===== config.mk =====
export PLATFORM = sky130hd
export DESIGN_NAME = fgen_seq_ctrl
export DESIGN_NICKNAME = d
export VERILOG_FILES = /design/src/rtl/fifo_defines_pkg.sv /design/src/rtl/fgen_rate_div.sv /design/src/rtl/fgen_seq_ctrl.sv
export SDC_FILE = /design/constraint.sdc
export NUM_CORES = 1
export LEC_CHECK = 0
export CORE_MARGIN = 1.5
export CORE_UTILIZATION = 40
export DETAILED_ROUTE_END_ITERATION = 8
export GPL_TIMING_DRIVEN = 0
export MAX_ROUTING_LAYER = met4
export PLACE_DENSITY_LB_ADDON = 0.05
export SLEW_MARGIN = 0
export SYNTH_ARGS = -nofsm -noshare
export SYNTH_HDL_FRONTEND = slang
export SYNTH_HIERARCHICAL = 1
export SYNTH_SLANG_ARGS = --single-unit
export TNS_END_PERCENT = 20

===== constraint.sdc =====
create_clock -name clk -period 3.6 [get_ports clk]
set_input_delay 0.72 -clock clk [delete_from_list [all_inputs] [get_ports clk]]
set_output_delay 0.72 -clock clk [all_outputs]
set_load 0.01 [all_outputs]

===== src/rtl/fifo_defines_pkg.sv =====
// Shared definitions for the FIFO / function-generator pair: data widths,
// sequencer state encoding and waveform select codes.
package fifo_defines_pkg;

  localparam int INT_BITS = 8;
  localparam int LUT_ADDR = 8;

  typedef enum logic [2:0] {
    IDLE = 3'd0,
    CONF = 3'd1,
    CLR  = 3'd2,
    GEN  = 3'd3,
    DONE = 3'd4
  } fgen_state_t;

  localparam logic [1:0] SEL_SIN = 2'd0;
  localparam logic [1:0] SEL_COS = 2'd1;
  localparam logic [1:0] SEL_TRI = 2'd2;
  localparam logic [1:0] SEL_SQU = 2'd3;

endpackage


===== src/rtl/fgen_rate_div.sv =====
// Sample-rate divider: counts 0..div and raises tick at div. While hold is
// high the count parks at div, so a blocked tick stays pending.
module fgen_rate_div #(
  parameter int DIV_W = 8
) (
  input  logic             clk,
  input  logic             rst,
  input  logic             clr,
  input  logic             en,
  input  logic             hold,
  input  logic [DIV_W-1:0] div,
  output logic             tick
);

  logic [DIV_W-1:0] count_reg;
  logic             at_div;

  assign at_div = (count_reg == div);
  assign tick   = en && at_div;

  always_ff @(posedge clk or negedge rst) begin
    if (!rst) begin
      count_reg <= '0;
    end else if (clr) begin
      count_reg <= '0;
    end else if (en) begin
      if (at_div) begin
        if (!hold) count_reg <= '0;
      end else begin
        count_reg <= count_reg + 1'b1;
      end
    end
  end

endmodule


===== src/rtl/fgen_seq_ctrl.sv =====
// Sequencing controller for the LUT function generator feeding the FIFO.
// Optional build macro FGEN_AUTO_RESTART_EN: DONE re-enters CLR unless stopped.
module fgen_seq_ctrl
  import fifo_defines_pkg::*;
#(
  parameter int INT_BITS = 8,
  parameter int BURST_W  = 8,
  parameter int DIV_W    = 8
) (
  input  logic                clk,
  input  logic                rst,
  input  logic                cfg_i,
  input  logic                start_i,
  input  logic                stop_i,
  input  logic [1:0]          sel_i,
  input  logic [INT_BITS-1:0] amp_i,
  input  logic [BURST_W-1:0]  burst_len_i,
  input  logic [DIV_W-1:0]    rate_div_i,
  input  logic                fifo_afull_i,
  output logic                enh_conf_o,
  output logic                clrh_addr_o,
  output logic                enh_gen_o,
  output logic [1:0]          sel_o,
  output logic [INT_BITS-1:0] amp_o,
  output logic                wr_en_o,
  output logic                busy_o,
  output logic                done_o
);

  fgen_state_t          state_reg, state_next;
  logic [1:0]           sel_reg;
  logic [INT_BITS-1:0]  amp_reg;
  logic [BURST_W-1:0]   burst_reg;
  logic [DIV_W-1:0]     div_reg;
  logic [BURST_W-1:0]   cnt_reg, cnt_next;
  logic                 cfg_valid_reg;
  logic                 wr_en_reg;
  logic                 tick;
  logic                 gen_step;
  logic                 burst_end;

  fgen_rate_div #(.DIV_W(DIV_W)) u_rate_div (
    .clk  (clk),
    .rst  (rst),
    .clr  (state_reg == CLR),
    .en   (state_reg == GEN),
    .hold (fifo_afull_i),
    .div  (div_reg),
    .tick (tick)
  );

  // A stop coinciding with a tick wins: the step is dropped, not deferred.
  assign gen_step  = (state_reg == GEN) && tick && !fifo_afull_i && !stop_i;
  assign cnt_next  = cnt_reg + 1'b1;
  assign burst_end = gen_step && (burst_reg != '0) && (cnt_next == burst_reg);

  always_comb begin
    state_next = state_reg;
    case (state_reg)
      IDLE: begin
        if (cfg_i)                        state_next = CONF;
        else if (start_i && cfg_valid_reg) state_next = CLR;
      end
      CONF: state_next = IDLE;
      CLR:  state_next = GEN;
      GEN: begin
        if (stop_i)         state_next = IDLE;
        else if (burst_end) state_next = DONE;
      end
      DONE: begin
`ifdef FGEN_AUTO_RESTART_EN
        state_next = stop_i ? IDLE : CLR;
`else
        state_next = IDLE;
`endif
      end
      default: state_next = IDLE;
    endcase
  end

  always_ff @(posedge clk or negedge rst) begin
    if (!rst) begin
      state_reg     <= IDLE;
      sel_reg       <= '0;
      amp_reg       <= '0;
      burst_reg     <= '0;
      div_reg       <= '0;
      cnt_reg       <= '0;
      cfg_valid_reg <= 1'b0;
      wr_en_reg     <= 1'b0;
    end else begin
      state_reg <= state_next;
      wr_en_reg <= gen_step;
      if (state_reg == IDLE && cfg_i) begin
        sel_reg       <= sel_i;
        amp_reg       <= amp_i;
        burst_reg     <= burst_len_i;
        div_reg       <= rate_div_i;
        cfg_valid_reg <= 1'b1;
      end
      if (state_reg == CLR) cnt_reg <= '0;
      else if (gen_step)    cnt_reg <= cnt_next;
    end
  end

  assign enh_conf_o  = (state_reg == CONF);
  assign clrh_addr_o = (state_reg == CLR);
  assign enh_gen_o   = gen_step;
  assign wr_en_o     = wr_en_reg;
  assign done_o      = (state_reg == DONE);
  assign busy_o      = (state_reg == CONF) || (state_reg == CLR) || (state_reg == GEN);
  assign sel_o       = sel_reg;
  assign amp_o       = amp_reg;

endmodule

==> results of run 1 <==
-- what timing repair did --
item                       4_1_cts  5_1_grt
setup endpoints to repair        1        1
gates resized for setup          2        1
setup buffers                    0        3
cloned                           0        0
-- kinds of logic (layout without fill, tap and decap cells) --
| kind of cell | after synthesis | count (layout) | share of synthesized area |
|---|---|---|---|
| muxes | 30 | 30 | 0.121 |
| AOI/OAI and AO/OA | 47 | 47 | 0.120 |
| DFF | 47 | 47 | 0.429 |
| and+or+nand+nor | 90 | 90 | 0.195 |
| buffers and inverters | 23 | 82 | 0.0474 |
| adders and majority gates | 2 | 2 | 0.00912 |
| xor gates and xnor gates | 18 | 18 | 0.0780 |
-- worst paths after layout --
kind,cells past startpoint,endpoint
hold / removal,1,cnt_reg[4]
min in group clk,1,cfg_valid_reg
setup / recovery,7,enh_gen_o
hold reg to reg,1,cfg_valid_reg
max in group asynchronous,2,amp_o[6]
setup reg to reg,10,state_reg[0]
-- worst max-delay path, delay by kind of cell (launching register included) --
| kind | cells | cell delay, ps |
|---|---|---|
| XOR/XNOR | 1 | 200 |
| flip-flops | 1 | 480 |
| AND/OR/NAND/NOR | 4 | 930 |
| buffers and inverters | 2 | 770 |
-- routing by layer --
metal / wire [µm] / global-route usage / vias up
met5: 0 / - / -
li1: - / - / 1047
met3: 292 / 0.0298 / 6
met4: 79 / 0.0484 / 0
met2: 2620 / 0.260 / 73
met1: 3120 / 0.272 / 1036
-- placed cells by master, fill, tap and decap left out, types with 6 or more instances in the layout --
cell type,n
nand2_1,22
nand3_1,12
xnor2_1,8
inv_1,6
nor2_1,13
buf_2,6
clkdlybuf4s50_1,46
a31oi_1,8
dfrtp_1,47
mux2_2,25
o21ai_0,13
or3_1,7
-- final cells by class --
cell class              count  area (µm²)
multi-input cells         187        1450
inverters                   6        22.5
flip-flops and latches     47        1180
plain buffers              17         108
well taps                  80         100
fillers                   633        3260
repair buffers             51         508
clock buffers               5        68.8
clock inverters             3        22.5
-- metrics by stage --
step / setup WS, ps / util
6_report: 185 / 0.514
5_1_grt: 0.527 / 0.514
4_1_cts: 86.2 / 0.510
3_5_place_dp: 98.4 / 0.496
3_3_place_gp: 85.2 / 0.493
2_1_floorplan: 1100 / -
-- power by group through the flow --
stage	combinational [mW]	sequential (mW)	clock, mW
floorplan	0.749	0.903	0
global placement	1.09	0.913	0
detailed placement	1.10	0.918	0
CTS	1.11	0.908	0.354
global route	1.22	0.936	0.370
finish	1.11	0.905	0.336
==> impl_summary.md, run 1 <==
Outcome
The flow ran to the end, and the final reports show no timing, DRC or antenna violations.

Floorplan
The floorplan step defined a die boundary enclosing approximately 7400 µm². From left edge to right edge, the die measures between 80 and 90 µm. The area inside the core boundary is roughly 6700 µm². The number of I/O pins is 48.

The starting density of the core is 0.408. Measured along the y axis, the die boundary spans 85.8 µm. The placement row count is 30.

Yosys
The distinct cell type count after synthesis is between 50 and 60. After synthesis the cells add up to 2740 µm². The number of cells produced by synthesis is 257.

Counting every net in the synthesized netlist gives 291. The library cell with the largest summed area after synthesis is dfrtp_1. Yosys instantiated no cell more often than dfrtp_1. By count the netlist is led by dfrtp_1 (47), mux2_2 (25), nand2_1 (22). Synthesis inferred 47 register bits. For this run, the number of Yosys warnings is 6. The mean cell area of the mapped netlist is 10.7 µm².

The number of synthesized flops with an enable pin is 0. Ranked by total cell area, the synthesized netlist is headed by dfrtp_1 (43%), mux2_2 (10%), nand2_1 (3.0%). The share of synthesized area in the top cell type comes to 0.429. The commonest register cell after synthesis is dfrtp_1.

The share of the Yosys chip area taken by registers is 0.429. The share of synthesized flip-flops with an asynchronous set or reset is 1.00.

Critical path
The arrival time at the worst endpoint is 2690 ps. In this run the worst path has a maximum fanout of 10. The largest single stage delay on the critical path is ~570 ps.

The worst register-to-register path has a setup slack of 570 ps. The critical path endpoint category is an output pin. The slowest cell on the critical path is clkdlybuf4s50_1. For the worst setup path, the data required time is around 2900 ps. The critical path startpoint is u_rate_div/count_reg[4]. The critical path is of the reg2out type. The startpoint of the most critical register-to-register path is u_rate_div/count_reg[4]. The kind of start point of the critical path is a flop.

Walking the worst path, the cells encountered are xnor2_1 > nand4_2 > buf_6 > or2_1 > nor2_1 > nor3b_4 > clkdlybuf4s50_1.

GRT
Entering global routing, the biggest net connects 37 pins. Summed over all layers, the global routing overflow is 0. The first-pass GRT wire length is 10200 µm.

For this run, the total global-route usage over all layers was measured as 0.183. The number of antenna violations at the first check in global routing is 0. The via count of the first global-routing pass is 2023.

STA
The portion of the clock cycle consumed by the worst path in the final layout is 0.948. The transition time at the pin with the least slew margin is 648 ps. The tightest hold path in the finished design has a slack of around 290 ps. The total count of max-transition violations in the final report is 0.

The highest clock rate is between 0.2 and 0.3 GHz. The worst slew margin relative to its limit is 0.566. The total negative slack for setup checks is 0 ps.

Across the routed clock network, the largest skew measured is 7.08 ps. Setup violations remaining at the end of the flow were counted as 0. Setup repair after global routing left no endpoint under its margin. The post-layout minimum cycle time is about 3400 ps.

The number of hold-slack violations in the final timing report is 0.

Route
The initial DRC count is 187. The first-pass iteration count of the detailed router is 4. The number of design rule violations left after detail routing is 0. In this run the remaining antenna-violating nets after routing total 0. The final routed wire length divided by cell count is 15.4 µm. The post-detailed-routing wire length is just over 6000 µm. The total via count in the routed design is 2162. In the routed layout, each cell is associated on average with a via count of 5.46.

Min path
The path class of the tightest hold or removal check is in2async.

Power
Of the total power, the share spent switching nets is 0.373. Power spread over the standard cell area amounts to 681 nW/µm². The share of total power in combinational logic is 0.472. Of the total power, registers draw 0.385.

The peak supply drop is about 340 µV. In this run the power spent charging and discharging nets is 877 µW. The leakage power is 1.38 nW. Of the total power, the clock network draws 0.143. The internal power component is 1.48 mW. The design draws 2.35 mW.

Clocking
The CTS tree is done. In this run the number of H-tree levels came out at 2. In this run, post-CTS hold repair placed 0 buffers. The clock latency reported for the late side of the worst-skew pair is 310 ps. The clock-pin transition on the worst setup and hold timing paths is 100 ps. The root buffer cell is clkbuf_8. Clock tree synthesis inserted a total of 5 buffers. The tree built by TritonCTS fans out to 47 sinks. The maximum number of buffers from clock root to sink is 2.

Job
The number of maximum-capacitance constraint violations is 0.

Place
The half-perimeter wire length after detailed placement is 4470 µm. The number of cells in the design after placement is 385. The number of port buffers is 47.

Summing all placed instances gives a cell area of 3330 µm². The routability-driven placement congestion ratio is 0.845.

Finish
The area growth from synthesis to layout is 25.9%. The net count of the finished layout is 349. The final cell area excluding filler cells is 3460 µm².

The number of antenna diodes in the final layout is 0. The finished layout holds 396 standard cells, fillers aside. Of the cells placed in the final design, the portion with a size suffix greater than 1 is 0.209.
Note: power is estimated with default switching activity, not from simulation.
==> run 2: changes to the inputs <==
Settings changed: PLACE_DENSITY_LB_ADDON 0.05 to unset.
==> run 2 against run 1 <==
Net effect:
- sequential share of layout area is 0.062 points lower
- via count is 1.4% lower
- the run now ends with design-rule violations left
- non-clock buffer count is 2 lower
- largest cell class unchanged
- final cell count is 0.51% lower
- critical path type unchanged
- fmax is 1.3% lower
- routed wire length is 0.62% lower
- register-to-register slack hardly changed
==> impl_summary.md, run 2 (synthesized netlist as in run 1, its figures left out) <==
Floorplan
The initial utilization of the core area, before any placement, comes to 0.408. The die is ~86 µm wide. The core region is 6720 µm². The die is 85.8 µm tall. During I/O placement, the number of pins put on the boundary was 48. The die area is between 7000 and 8000 µm². The placement row count is 30.

Place
Detailed placement finished with a half-perimeter wire length of roughly 4500 µm. The number of cells in the design after placement is 385. The routability-driven placement congestion ratio is approximately 0.86. The number of port buffers is 47. Once placement finished, the instance area stood at 3330 µm².

STA
Setup repair after global routing left no endpoint under its margin. Summed over all failing endpoints, the final setup total negative slack is 0 ps. The final-report setup violation count is 0. The number of hold-slack violations in the final timing report is 0. The highest clock rate is about 0.29 GHz. The total count of max-transition violations in the final report was 0. In this run the tightest slew margin relative to its limit is 0.568. The worst hold slack is 317 ps.

The transition time at the pin with the least slew margin is 645 ps. The portion of the clock cycle consumed by the worst path in the final layout is 0.961. The largest clock skew in the final design is 8.71 ps. The post-layout minimum cycle time is 3460 ps.

GRT
Global routing finished with a remaining overflow of 0. The via count of the first global-routing pass is 2052. The number of antenna violations at the first check in global routing was 0. The first-pass GRT wire length is 10400 µm. Entering global routing, the biggest net connects 34 pins. The overall global routing resource usage is 0.184.

Clocking
CTS built an H-tree with a depth of 2. The clock reaches the later pin of the worst-skew pair after 300 ps. The number of hold buffers added after cts is 0. The number of sinks handled by clock tree synthesis is 47. The clock-pin transition on the worst setup and hold timing paths is 100 ps. TritonCTS built the clock tree.

In this run, CTS created clock tree buffers numbering 5. The root buffer cell is clkbuf_8. The maximum number of buffers from clock root to sink is 2.

Route
The total via count in the routed design is 2132. The first TritonRoute pass finished after 8 iterations. The detail route stage leaves a number of antenna-violating nets equal to 0. The number of design rule violations left after detail routing is 1. After the first detailed-routing iteration, the DRC count stood at about 120. The final routed wire length divided by cell count is 15.4 µm. Using the TritonRoute via totals, the vias-per-cell ratio works out to 5.41. Summed over all layers, the routed wires come to 6080 µm.

Critical path
Following the worst setup path forward leads to its endpoint at enh_gen_o. Walking the worst path, the cells encountered are xnor2_1 > nand4_2 > buf_6 > or2_1 > nor2_1 > nor3b_4 > clkdlybuf4s50_1. The register-to-register setup slack is 570 ps. The kind of start point of the critical path is a flop.

The required time of the worst setup path is 2880 ps. The worst register-to-register path begins at u_rate_div/count_reg[4]. The slowest cell on the critical path is clkdlybuf4s50_1. The arrival time at the worst endpoint is around 2700 ps. In this design, the stage delay of the slowest critical-path cell is 590 ps. The critical path endpoint category is an output pin. The worst setup path is of the reg2out kind. In this run the worst setup path begins at u_rate_div/count_reg[4]. The number of cells on the worst reg-to-reg path is 10.

The largest fanout of any net on the critical path is 10. The endpoint identified for the worst register-to-register timing path is state_reg[0].

Outcome
The final reports fail on design-rule violations. The flow ran to the end, but the final reports show violations.

Finish
The number of antenna diodes in the final layout is 0. The sequential cells in the finished layout cover a total of 1180 µm². Fill cells in the final layout number just over 600. The number of nets in the finished design is 347.

Leaving out fill and tap cells, the most frequent cell in the layout is dfrtp_1. The final cell area excluding filler cells is 3460 µm². Of the cells placed in the final design, the portion with a size suffix greater than 1 is 0.204.

The top cell types in the final layout, fill and taps aside, are dfrtp_1 (47), clkdlybuf4s50_1 (46), mux2_2 (25). Compared with the post-synthesis result, the final layout area differs by 26.2%. The finished layout holds roughly 390 standard cells, fillers aside. The footprint of the multi-input gates is 1450 µm².

Power
The peak supply drop is 350 µV. Power spread over the standard cell area amounts to 696 nW/µm². The leakage power is 1.38 nW.

Job
The number of maximum-capacitance constraint violations is 0.

Min path
The min-delay analysis places its worst path in the category in2async.
==> run 2: cell types whose count changed in the layout (fill, tap and decap cells not counted), sizes merged <==
cell    before  now
inv          8    6
clkinv       1    2
bufinv       0    1
buf         17   15
==> run 2: repair_timing <==
action | CTS | global route
setup endpoints to repair | 1 | 1
setup buffers | 0 | 1
resized for setup | 2 | 1
==> run 2: worst max-delay path, delay by kind of cell, from the launching register on <==
family | cells | cell delay [ps]
flops | 1 | 490
xor+xnor | 1 | 210
buf+inv | 2 | 790
simple gates | 4 | 960
==> run 2: power breakdown <==
| group | switching (mW) | leakage (nW) | internal (mW) |
|---|---|---|---|
| clock network | 0.192 | 0.0581 | 0.207 |
| logic | 0.499 | 0.761 | 0.609 |
| registers | 0.183 | 0.564 | 0.721 |
==> run 2: metrics by stage <==
step,power [mW],utilization,worst slack [ps]
final,2.41,0.515,141
after global routing,2.58,0.515,9.50
after CTS,2.43,0.513,96.4
after detailed placement,2.02,0.496,111
after global placement,1.99,0.493,128
after floorplan,1.65,-,1100
==> run 2: metal layers <==
metal	up-vias	track usage	wire, µm	share of wire
met1	1032	0.269	3110	0.51
met3	6	0.0375	257	0.042
met4	0	0.0455	69	0.011
met2	49	0.262	2650	0.44
li1	1045	-	-	-
met5	-	-	0	0
==> run 2: worst min path at each step <==
stage,end,from,depth (start not counted)
detailed placement,cfg_valid_reg,cfg_valid_reg,1
global route,cnt_reg[2],rst,1
finish,cnt_reg[2],rst,1
global placement,cfg_valid_reg,cfg_valid_reg,1
floorplan,amp_o[0],rst,0
CTS,cnt_reg[2],rst,1
==> run 2: final cells by class <==
cell class | instances | share of cell area
Clock inverter | 3 | 0.0126
Multi-Input combinational cell | 187 | 0.419
Clock buffer | 5 | 0.0199
Timing Repair Buffer | 49 | 0.142
Tap cell | 80 | 0.0289
Sequential cell | 47 | 0.340
Buffer | 17 | 0.0311
Inverter | 6 | 0.00651
